File: config.mk
export PLATFORM = sky130hd
export DESIGN_NAME = mold_retrans_req_flat
export DESIGN_NICKNAME = d
export VERILOG_FILES = /design/src/rtl/mold_retrans_req_if.sv /design/src/rtl/mold_retrans_req.sv /design/src/flat_wrapper.sv
export SDC_FILE = /design/constraint.sdc
export NUM_CORES = 1
export LEC_CHECK = 0
export CAP_MARGIN = 20
export CORE_MARGIN = 2
export CORE_UTILIZATION = 51
export CTS_CLUSTER_DIAMETER = 40
export DETAILED_ROUTE_END_ITERATION = 12
export DONT_BUFFER_PORTS = 1
export PLACE_DENSITY = 0.7
export SETUP_SLACK_MARGIN = 0.05
export SLEW_MARGIN = 30
export SYNTH_ARGS = -nofsm -noshare
export SYNTH_HDL_FRONTEND = slang
export SYNTH_SLANG_ARGS = --single-unit
File: constraint.sdc
create_clock -name clk -period 15.8 [get_ports clk]
set_clock_uncertainty 0.15 [all_clocks]
set_input_delay 3.16 -clock clk [delete_from_list [all_inputs] [get_ports clk]]
set_output_delay 3.16 -clock clk [all_outputs]
set_load 0.05 [all_outputs]
File: src/rtl/mold_retrans_req_if.sv
// Purpose : 64-bit valid/ready byte stream carrying MoldUDP64 retransmission requests.
// Latency : n/a (signal bundle only).
// Backpressure: req_ready_i from the sink stalls the source; beat held while stalled.
// Ports (master = request generator):
//   req_v_o     beat valid             req_ready_i  sink accepts beat
//   req_data_o  beat data, byte 0 LSB  req_keep_o   byte enables
//   req_last_o  final beat of packet
interface mold_retrans_req_if;
  logic        req_v_o;
  logic        req_ready_i;
  logic [63:0] req_data_o;
  logic [7:0]  req_keep_o;
  logic        req_last_o;

  modport master (
    output req_v_o, req_data_o, req_keep_o, req_last_o,
    input  req_ready_i
  );

  modport slave (
    input  req_v_o, req_data_o, req_keep_o, req_last_o,
    output req_ready_i
  );
endinterface

File: src/rtl/mold_retrans_req.sv
// Purpose : queue missing seq ranges and emit each as 20B MoldUDP64 retrans requests.
// Latency : miss pushed in cycle N -> first beat valid in N+2; requests back-to-back.
// Backpressure: beats stall on req_ready_i; upstream has none, full queue drops + flags.
// Ports:
//   clk, nreset               clock, async active-low reset
//   miss_v_i/sid/start/cnt    miss range input (cnt==0 ignored)
//   req (master modport)      3-beat request packet stream
//   fifo_full_o               queue holds FIFO_DEPTH entries
//   overflow_o                sticky, a range was dropped on a full queue
module mold_retrans_req #(
  parameter int unsigned           SEQ_NUM_W   = 64,
  parameter int unsigned           SID_W       = 80,
  parameter int unsigned           ML_W        = 16,
  parameter logic [ML_W-1:0]       MAX_REQ_CNT = 16'hFFFF,
  parameter int unsigned           FIFO_DEPTH  = 4
) (
  input  logic                 clk,
  input  logic                 nreset,
  input  logic                 miss_v_i,
  input  logic [SID_W-1:0]     miss_sid_i,
  input  logic [SEQ_NUM_W-1:0] miss_start_i,
  input  logic [SEQ_NUM_W-1:0] miss_cnt_i,
  mold_retrans_req_if.master   req,
  output logic                 fifo_full_o,
  output logic                 overflow_o
);

  localparam int unsigned AW    = $clog2(FIFO_DEPTH);
  localparam int unsigned CW    = AW + 1;
  localparam int unsigned PKT_W = SID_W + SEQ_NUM_W + ML_W;
  localparam int unsigned PAD_W = 192;  // three 64-bit beats

  typedef enum logic [1:0] {S_IDLE, S_B0, S_B1, S_B2} state_t;

  // ---------------- miss-range queue ----------------
  logic [SID_W-1:0]     r_q_sid   [FIFO_DEPTH];
  logic [SEQ_NUM_W-1:0] r_q_start [FIFO_DEPTH];
  logic [SEQ_NUM_W-1:0] r_q_cnt   [FIFO_DEPTH];
  logic [AW-1:0]        r_wp, r_rp;
  logic [CW-1:0]        r_count;
  logic                 r_overflow;

  logic w_full, w_empty, w_push, w_pop;
  logic [SID_W-1:0]     w_head_sid;
  logic [SEQ_NUM_W-1:0] w_head_start, w_head_cnt;

  assign w_full       = (r_count == CW'(FIFO_DEPTH));
  assign w_empty      = (r_count == '0);
  // Full is judged on the registered count, so a same-cycle pop cannot save a push.
  assign w_push       = miss_v_i & (miss_cnt_i != '0) & ~w_full;
  assign w_head_sid   = r_q_sid[r_rp];
  assign w_head_start = r_q_start[r_rp];
  assign w_head_cnt   = r_q_cnt[r_rp];

  always_ff @(posedge clk) begin
    if (w_push) begin
      r_q_sid[r_wp]   <= miss_sid_i;
      r_q_start[r_wp] <= miss_start_i;
      r_q_cnt[r_wp]   <= miss_cnt_i;
    end
  end

  always_ff @(posedge clk or negedge nreset) begin
    if (!nreset) begin
      r_wp       <= '0;
      r_rp       <= '0;
      r_count    <= '0;
      r_overflow <= 1'b0;
    end else begin
      if (w_push) r_wp <= r_wp + 1'b1;
      if (w_pop)  r_rp <= r_rp + 1'b1;
      if (w_push & ~w_pop)      r_count <= r_count + 1'b1;
      else if (~w_push & w_pop) r_count <= r_count - 1'b1;
      if (miss_v_i & (miss_cnt_i != '0) & w_full) r_overflow <= 1'b1;
    end
  end

  // ---------------- request serialiser ----------------
  state_t               r_state;
  logic [SID_W-1:0]     r_sid;
  logic [SEQ_NUM_W-1:0] r_seq, r_rem;
  logic [ML_W-1:0]      r_cnt;
  logic                 r_req_v, r_req_last;
  logic [63:0]          r_req_data;
  logic [7:0]           r_req_keep;

  logic                 w_accept;
  logic [SEQ_NUM_W-1:0] w_seq_adv, w_rem_left;
  logic [ML_W-1:0]      w_head_req, w_rem_req;

  function automatic logic [ML_W-1:0] f_min(input logic [SEQ_NUM_W-1:0] v);
    return (v > SEQ_NUM_W'(MAX_REQ_CNT)) ? MAX_REQ_CNT : v[ML_W-1:0];
  endfunction

  // Beat b carries packet bytes 8b..8b+7; packet byte 0 is the sid MSB and lands
  // in data[7:0]. Zero padding past byte 19 fills the unused half of the last beat.
  function automatic logic [63:0] f_beat(input logic [1:0] b,
                                         input logic [SID_W-1:0] sid,
                                         input logic [SEQ_NUM_W-1:0] seq,
                                         input logic [ML_W-1:0] cnt);
    logic [PAD_W-1:0] pkt;
    logic [63:0]      d;
    pkt = {sid, seq, cnt, {(PAD_W-PKT_W){1'b0}}};
    for (int i = 0; i < 8; i++)
      d[8*i +: 8] = pkt[PAD_W-1-8*(int'(b)*8+i) -: 8];
    return d;
  endfunction

  assign w_accept   = r_req_v & req.req_ready_i;
  assign w_seq_adv  = r_seq + SEQ_NUM_W'(r_cnt);   // wraps modulo 2^SEQ_NUM_W
  assign w_rem_left = r_rem - SEQ_NUM_W'(r_cnt);
  assign w_head_req = f_min(w_head_cnt);
  assign w_rem_req  = f_min(w_rem_left);
  assign w_pop      = ~w_empty & ((r_state == S_IDLE) |
                      ((r_state == S_B2) & w_accept & (w_rem_left == '0)));

  // Outputs are loaded together with the state they belong to, so the beat
  // presented in a state is stable for as long as the state is held.
  always_ff @(posedge clk or negedge nreset) begin
    if (!nreset) begin
      r_state    <= S_IDLE;
      r_sid      <= '0;
      r_seq      <= '0;
      r_rem      <= '0;
      r_cnt      <= '0;
      r_req_v    <= 1'b0;
      r_req_data <= '0;
      r_req_keep <= '0;
      r_req_last <= 1'b0;
    end else begin
      case (r_state)
        S_IDLE: if (!w_empty) begin
          r_state    <= S_B0;
          r_sid      <= w_head_sid;
          r_seq      <= w_head_start;
          r_rem      <= w_head_cnt;
          r_cnt      <= w_head_req;
          r_req_v    <= 1'b1;
          r_req_data <= f_beat(2'd0, w_head_sid, w_head_start, w_head_req);
          r_req_keep <= 8'hFF;
          r_req_last <= 1'b0;
        end
        S_B0: if (w_accept) begin
          r_state    <= S_B1;
          r_req_data <= f_beat(2'd1, r_sid, r_seq, r_cnt);
        end
        S_B1: if (w_accept) begin
          r_state    <= S_B2;
          r_req_data <= f_beat(2'd2, r_sid, r_seq, r_cnt);
          r_req_keep <= 8'h0F;
          r_req_last <= 1'b1;
        end
        S_B2: if (w_accept) begin
          if (w_rem_left != '0) begin
            // Continue the same range with the next chunk, no idle cycle.
            r_state    <= S_B0;
            r_seq      <= w_seq_adv;
            r_rem      <= w_rem_left;
            r_cnt      <= w_rem_req;
            r_req_data <= f_beat(2'd0, r_sid, w_seq_adv, w_rem_req);
            r_req_keep <= 8'hFF;
            r_req_last <= 1'b0;
          end else if (!w_empty) begin
            r_state    <= S_B0;
            r_sid      <= w_head_sid;
            r_seq      <= w_head_start;
            r_rem      <= w_head_cnt;
            r_cnt      <= w_head_req;
            r_req_data <= f_beat(2'd0, w_head_sid, w_head_start, w_head_req);
            r_req_keep <= 8'hFF;
            r_req_last <= 1'b0;
          end else begin
            r_state    <= S_IDLE;
            r_req_v    <= 1'b0;
            r_req_data <= '0;
            r_req_keep <= '0;
            r_req_last <= 1'b0;
          end
        end
        default: r_state <= S_IDLE;
      endcase
    end
  end

  assign req.req_v_o    = r_req_v;
  assign req.req_data_o = r_req_data;
  assign req.req_keep_o = r_req_keep;
  assign req.req_last_o = r_req_last;
  assign fifo_full_o    = w_full;
  assign overflow_o     = r_overflow;

endmodule

File: src/flat_wrapper.sv
// flat-port wrapper written by rule: the top's interface ports become plain ports
module mold_retrans_req_flat 
#(
  parameter int unsigned           SEQ_NUM_W   = 64,
  parameter int unsigned           SID_W       = 80,
  parameter int unsigned           ML_W        = 16,
  parameter logic [ML_W-1:0]       MAX_REQ_CNT = 16'hFFFF,
  parameter int unsigned           FIFO_DEPTH  = 4
)
  (clk, nreset, miss_v_i, miss_sid_i, miss_start_i, miss_cnt_i, fifo_full_o, overflow_o, req_req_v_o, req_req_data_o, req_req_keep_o, req_req_last_o, req_req_ready_i);
  mold_retrans_req_if req_i ();
  input  logic clk;
  input  logic nreset;
  input  logic miss_v_i;
  input  logic [SID_W-1:0] miss_sid_i;
  input  logic [SEQ_NUM_W-1:0] miss_start_i;
  input  logic [SEQ_NUM_W-1:0] miss_cnt_i;
  output logic fifo_full_o;
  output logic overflow_o;
  output wire logic [$bits(req_i.req_v_o)-1:0] req_req_v_o;
  output wire logic [$bits(req_i.req_data_o)-1:0] req_req_data_o;
  output wire logic [$bits(req_i.req_keep_o)-1:0] req_req_keep_o;
  output wire logic [$bits(req_i.req_last_o)-1:0] req_req_last_o;
  input wire logic [$bits(req_i.req_ready_i)-1:0] req_req_ready_i;
  assign req_req_v_o = req_i.req_v_o;
  assign req_req_data_o = req_i.req_data_o;
  assign req_req_keep_o = req_i.req_keep_o;
  assign req_req_last_o = req_i.req_last_o;
  assign req_i.req_ready_i = req_req_ready_i;
  mold_retrans_req #(.SEQ_NUM_W(SEQ_NUM_W), .SID_W(SID_W), .ML_W(ML_W), .MAX_REQ_CNT(MAX_REQ_CNT), .FIFO_DEPTH(FIFO_DEPTH)) u_core (.clk(clk), .nreset(nreset), .miss_v_i(miss_v_i), .miss_sid_i(miss_sid_i), .miss_start_i(miss_start_i), .miss_cnt_i(miss_cnt_i), .req(req_i), .fifo_full_o(fifo_full_o), .overflow_o(overflow_o));
endmodule
==> flow_summary.json <==
{
  "status": "finished clean",
  "critPathMostFrequentCell": "buf_4",
  "grt_overflow": 0,
  "slowest_delay_ns": 0.72,
  "avgSynthCellArea_um2": 14.4,
  "p_leak_uw": 0.0194,
  "syn-num-nets": 3738,
  "wire_per_inst_um": 29.2,
  "synth_area_mm2": 0.0501,
  "vdd_ir_drop_max_uv": 260,
  "finalWirelength_um": 142000,
  "cts-root-buf": "clkbuf_16",
  "synthAdderAreaFrac_pct": 1.19,
  "clk_latency_ns": 0.77,
  "cp_cell_sequence": "inv_1, ha_1, nand4_1, a2111oi_0, o21ai_0, a31o_2, a2111oi_0, o2111ai_1, nor4_1, and4_2, buf_4, a21oi_4, buf_4, buf_4, mux2_2, o221a_2",
  "synth_top_area_share_pct": 49.8,
  "period_share_pct": 44.6,
  "die_y_um": 318,
  "min_path_type": "flop to flop",
  "placed_cells": 4576,
  "vias": 32000,
  "pin_count": 288,
  "synth_area_leaders": "edfxtp_1 50%, dfrtp_1 15%, mux4_2 9.3%",
  "synth_cells": 3480,
  "ctsResizeCount": 0,
  "first_pass_iters": 7,
  "drv_slew": 0,
  "synth_edf_count": 832,
  "grt_pass1_vias": 31200,
  "crit_required_ns": 16.30,
  "crit_type": "flop to flop",
  "ys_async_sr_fraction_pct": 26.6,
  "dieArea_mm2": 0.101,
  "worstMarginPinSlew_ns": 1.05,
  "finalHoldViolCount": 0,
  "synth-xor-area-share_pct": 0.716,
  "synth_cell_types": 78,
  "cp.buffers_inverters": 4,
  "fillerInstances": 7317,
  "path_clk_slew_ns": 0.06,
  "die_w_um": 318,
  "synthSimpleGateAreaFrac_pct": 8.74,
  "min_period_ns": 7.04,
  "final_nets": 3705,
  "slowest_stage": "buf_4",
  "path_delay_family": "compound AO/OA/AOI/OAI gates",
  "drcViolationCount": 0,
  "rows": 114,
  "ys.flop_type": "edfxtp_1",
  "start_util_pct": 51.7,
  "synth_top_family_by_area": "multiplexers",
  "port_buffers": 0,
  "postCtsSetupRepairBufs": 0,
  "critPathLaunchType": "flop",
  "final_antenna_net_count": 0,
  "ys.warnings.count": 0,
  "relSlewSlack_pct": 30.0,
  "rsz0062_at_grt": "false",
  "place_ws_ns": 8.70,
  "cts_tree": "yes",
  "dp_hpwl_um": 91300,
  "finalCoreUtilization_pct": 58.2,
  "clock_sinks": 1134,
  "p_total_uw": 12700,
  "gp_routability_congestion": 0.956,
  "holdBufCountCts": 0,
  "synth.mux.area_fraction_pct": 12.0,
  "synth_compound_area_share_pct": 9.78,
  "grt_pass1_wl_um": 211000,
  "final.setup.worst_slack_ns": 8.76,
  "syn2layout_area_growth_pct": 12.6,
  "cp_max_fo": 65,
  "grtUsageTotal_pct": 28.0,
  "fmax_ghz": 0.142,
  "arrival_ns": 7.55,
  "final.setup.tns_ns": 0,
  "cts_buffer_depth": 3,
  "yosysTopAreaCell": "edfxtp_1",
  "final_cell_count_no_fill": 4847,
  "core_mm2": 0.0970,
  "drt-initial-drc-count": 3773,
  "ys_ff_latch": 1134,
  "antenna_found_initial": 1,
  "viasPerCell": 6.60,
  "ys_seq_area_share_pct": 64.9,
  "cts_buffers": 144,
  "p_per_area_mw_per_mm2": 225,
  "end_kind": "flop",
  "maxCapViolations": 0,
  "setup_viol": 0,
  "grt_max_degree": 303,
  "drive_gt1_share_pct": 17.9,
  "cts.htree.levels": 4
}
-- cells in the mapped netlist, drive strengths merged, types with 66 or more instances --
cell type  instances
a211oi            77
a21boi            66
a21oi            167
clkbuf           185
dfrtp            302
edfxtp           832
inv              108
mux2              91
mux4             207
nand2            142
nor2             103
nor3             251
o21ai            192
or3               99
-- report_power, final --
| group | total [µW] | switching, µW | internal (µW) |
|---|---|---|---|
| Combinational | 4270 | 2610 | 1660 |
| Sequential | 5010 | 938 | 4080 |
| Clock | 3400 | 1360 | 2040 |
| Total | 12700 | 4900 | 7780 |
-- final cells by class --
class	instances	area, µm²	area share, %
well taps	1276	1600	2.83
repair buffers	56	459	0.813
multi-input cells	2003	16300	28.9
clock inverters	106	1280	2.28
inverters	108	405	0.718
flip-flops and latches	1134	32600	57.7
diodes	1	2.50	0.00443
clock buffers	163	3820	6.77
-- worst reg2reg max path, delay by kind of cell (launching register included) --
family,cells,cell delay (ns)
flip-flops,1,0.44
AND/OR/NAND/NOR,3,1.45
AO/OA/AOI/OAI,7,2.48
buffers and inverters,4,1.63
multiplexers,1,0.38
adder cells (fa/ha/maj),1,0.40
-- layer usage --
metal	vias up	global-route usage, %	wire (µm)
li1	13800	-	-
met1	16300	36.3	53800
met2	1606	44.0	67300
met3	343	7.73	13100
met4	2	13.4	7340
met5	-	0	13
-- layout by cell type, fill, tap and decap left out, drive strengths merged, types with 20 or more instances in the layout --
| cell type | synthesis | routed |
|---|---|---|
| o22ai | 27 | 27 |
| a221oi | 46 | 46 |
| nand3 | 59 | 59 |
| nor4 | 51 | 51 |
| nand4 | 46 | 46 |
| nor2 | 103 | 103 |
| or3 | 99 | 99 |
| nand2 | 142 | 142 |
| a211oi | 77 | 77 |
| o21ai | 192 | 192 |
| inv | 108 | 137 |
| mux2 | 91 | 91 |
| mux4 | 207 | 207 |
| mux2i | 31 | 31 |
| o31ai | 20 | 20 |
| dfrtp | 302 | 302 |
| clkbuf | 185 | 163 |
| clkinv | 0 | 46 |
| a21oi | 167 | 167 |
| buf | 50 | 56 |
| edfxtp | 832 | 832 |
| ha | 43 | 43 |
| and3 | 28 | 28 |
| a21boi | 66 | 66 |
| nor3 | 251 | 251 |
| xnor2 | 29 | 29 |
-- metrics by stage --
| step | hold WS [ns] | cell area, µm² |
|---|---|---|
| after floorplan | 0.301 | 50100 |
| after global placement | 0.310 | 51300 |
| after detailed placement | 0.319 | 51300 |
| after CTS | 0.330 | 56400 |
| after global routing | 0.341 | 56500 |
| final | 0.330 | 56500 |
-- sequential cells by signal, summed over array words and instances, names as in the netlist --
name,cells
u_core.r_state,2
u_core.r_count,3
u_core.r_seq,64
u_core.r_wp,2
u_core.overflow_o,1
u_core.r_q_start,256
u_core.r_rp,2
u_core.req.req_v_o,1
u_core.r_q_sid,320
u_core.r_rem,64
u_core.req.req_data_o,64
u_core.r_sid,80
u_core.req.req_last_o,1
u_core.req.req_keep_o,2
u_core.r_q_cnt,256
u_core.r_cnt,16
-- cells by family (layout without fill, tap and decap cells) --
kind of cell / count (synthesis) / count (layout)
other cells: 0 / 1
mux: 329 / 329
simple gates: 845 / 845
buf+inv: 343 / 433
xor+xnor: 41 / 41
fa+ha+maj: 46 / 46
compound gates: 742 / 742
flops: 1134 / 1134
-- worst paths after layout --
| path | from | cells after the start | slack (ns) | end |
|---|---|---|---|---|
| setup / recovery | u_core.r_cnt[14]$_DFFE_PN0P_ | 16 | 8.76 | u_core.r_rem[58]$_DFFE_PN0P_ |
| hold / removal | u_core.r_sid[30]$_DFFE_PN0P_ | 1 | 0.33 | u_core.r_sid[30]$_DFFE_PN0P_ |
| setup reg to reg | u_core.r_cnt[14]$_DFFE_PN0P_ | 16 | 8.76 | u_core.r_rem[58]$_DFFE_PN0P_ |
| hold reg to reg | u_core.r_sid[30]$_DFFE_PN0P_ | 1 | 0.33 | u_core.r_sid[30]$_DFFE_PN0P_ |
| max in group asynchronous | nreset | 0 | 12.81 | u_core.req.req_keep_o[3]$_DFFE_PN0P_ |
| min in group asynchronous | nreset | 0 | 2.03 | u_core.r_seq[18]$_DFFE_PN0P_ |
(Power assumes the default switching activity.)
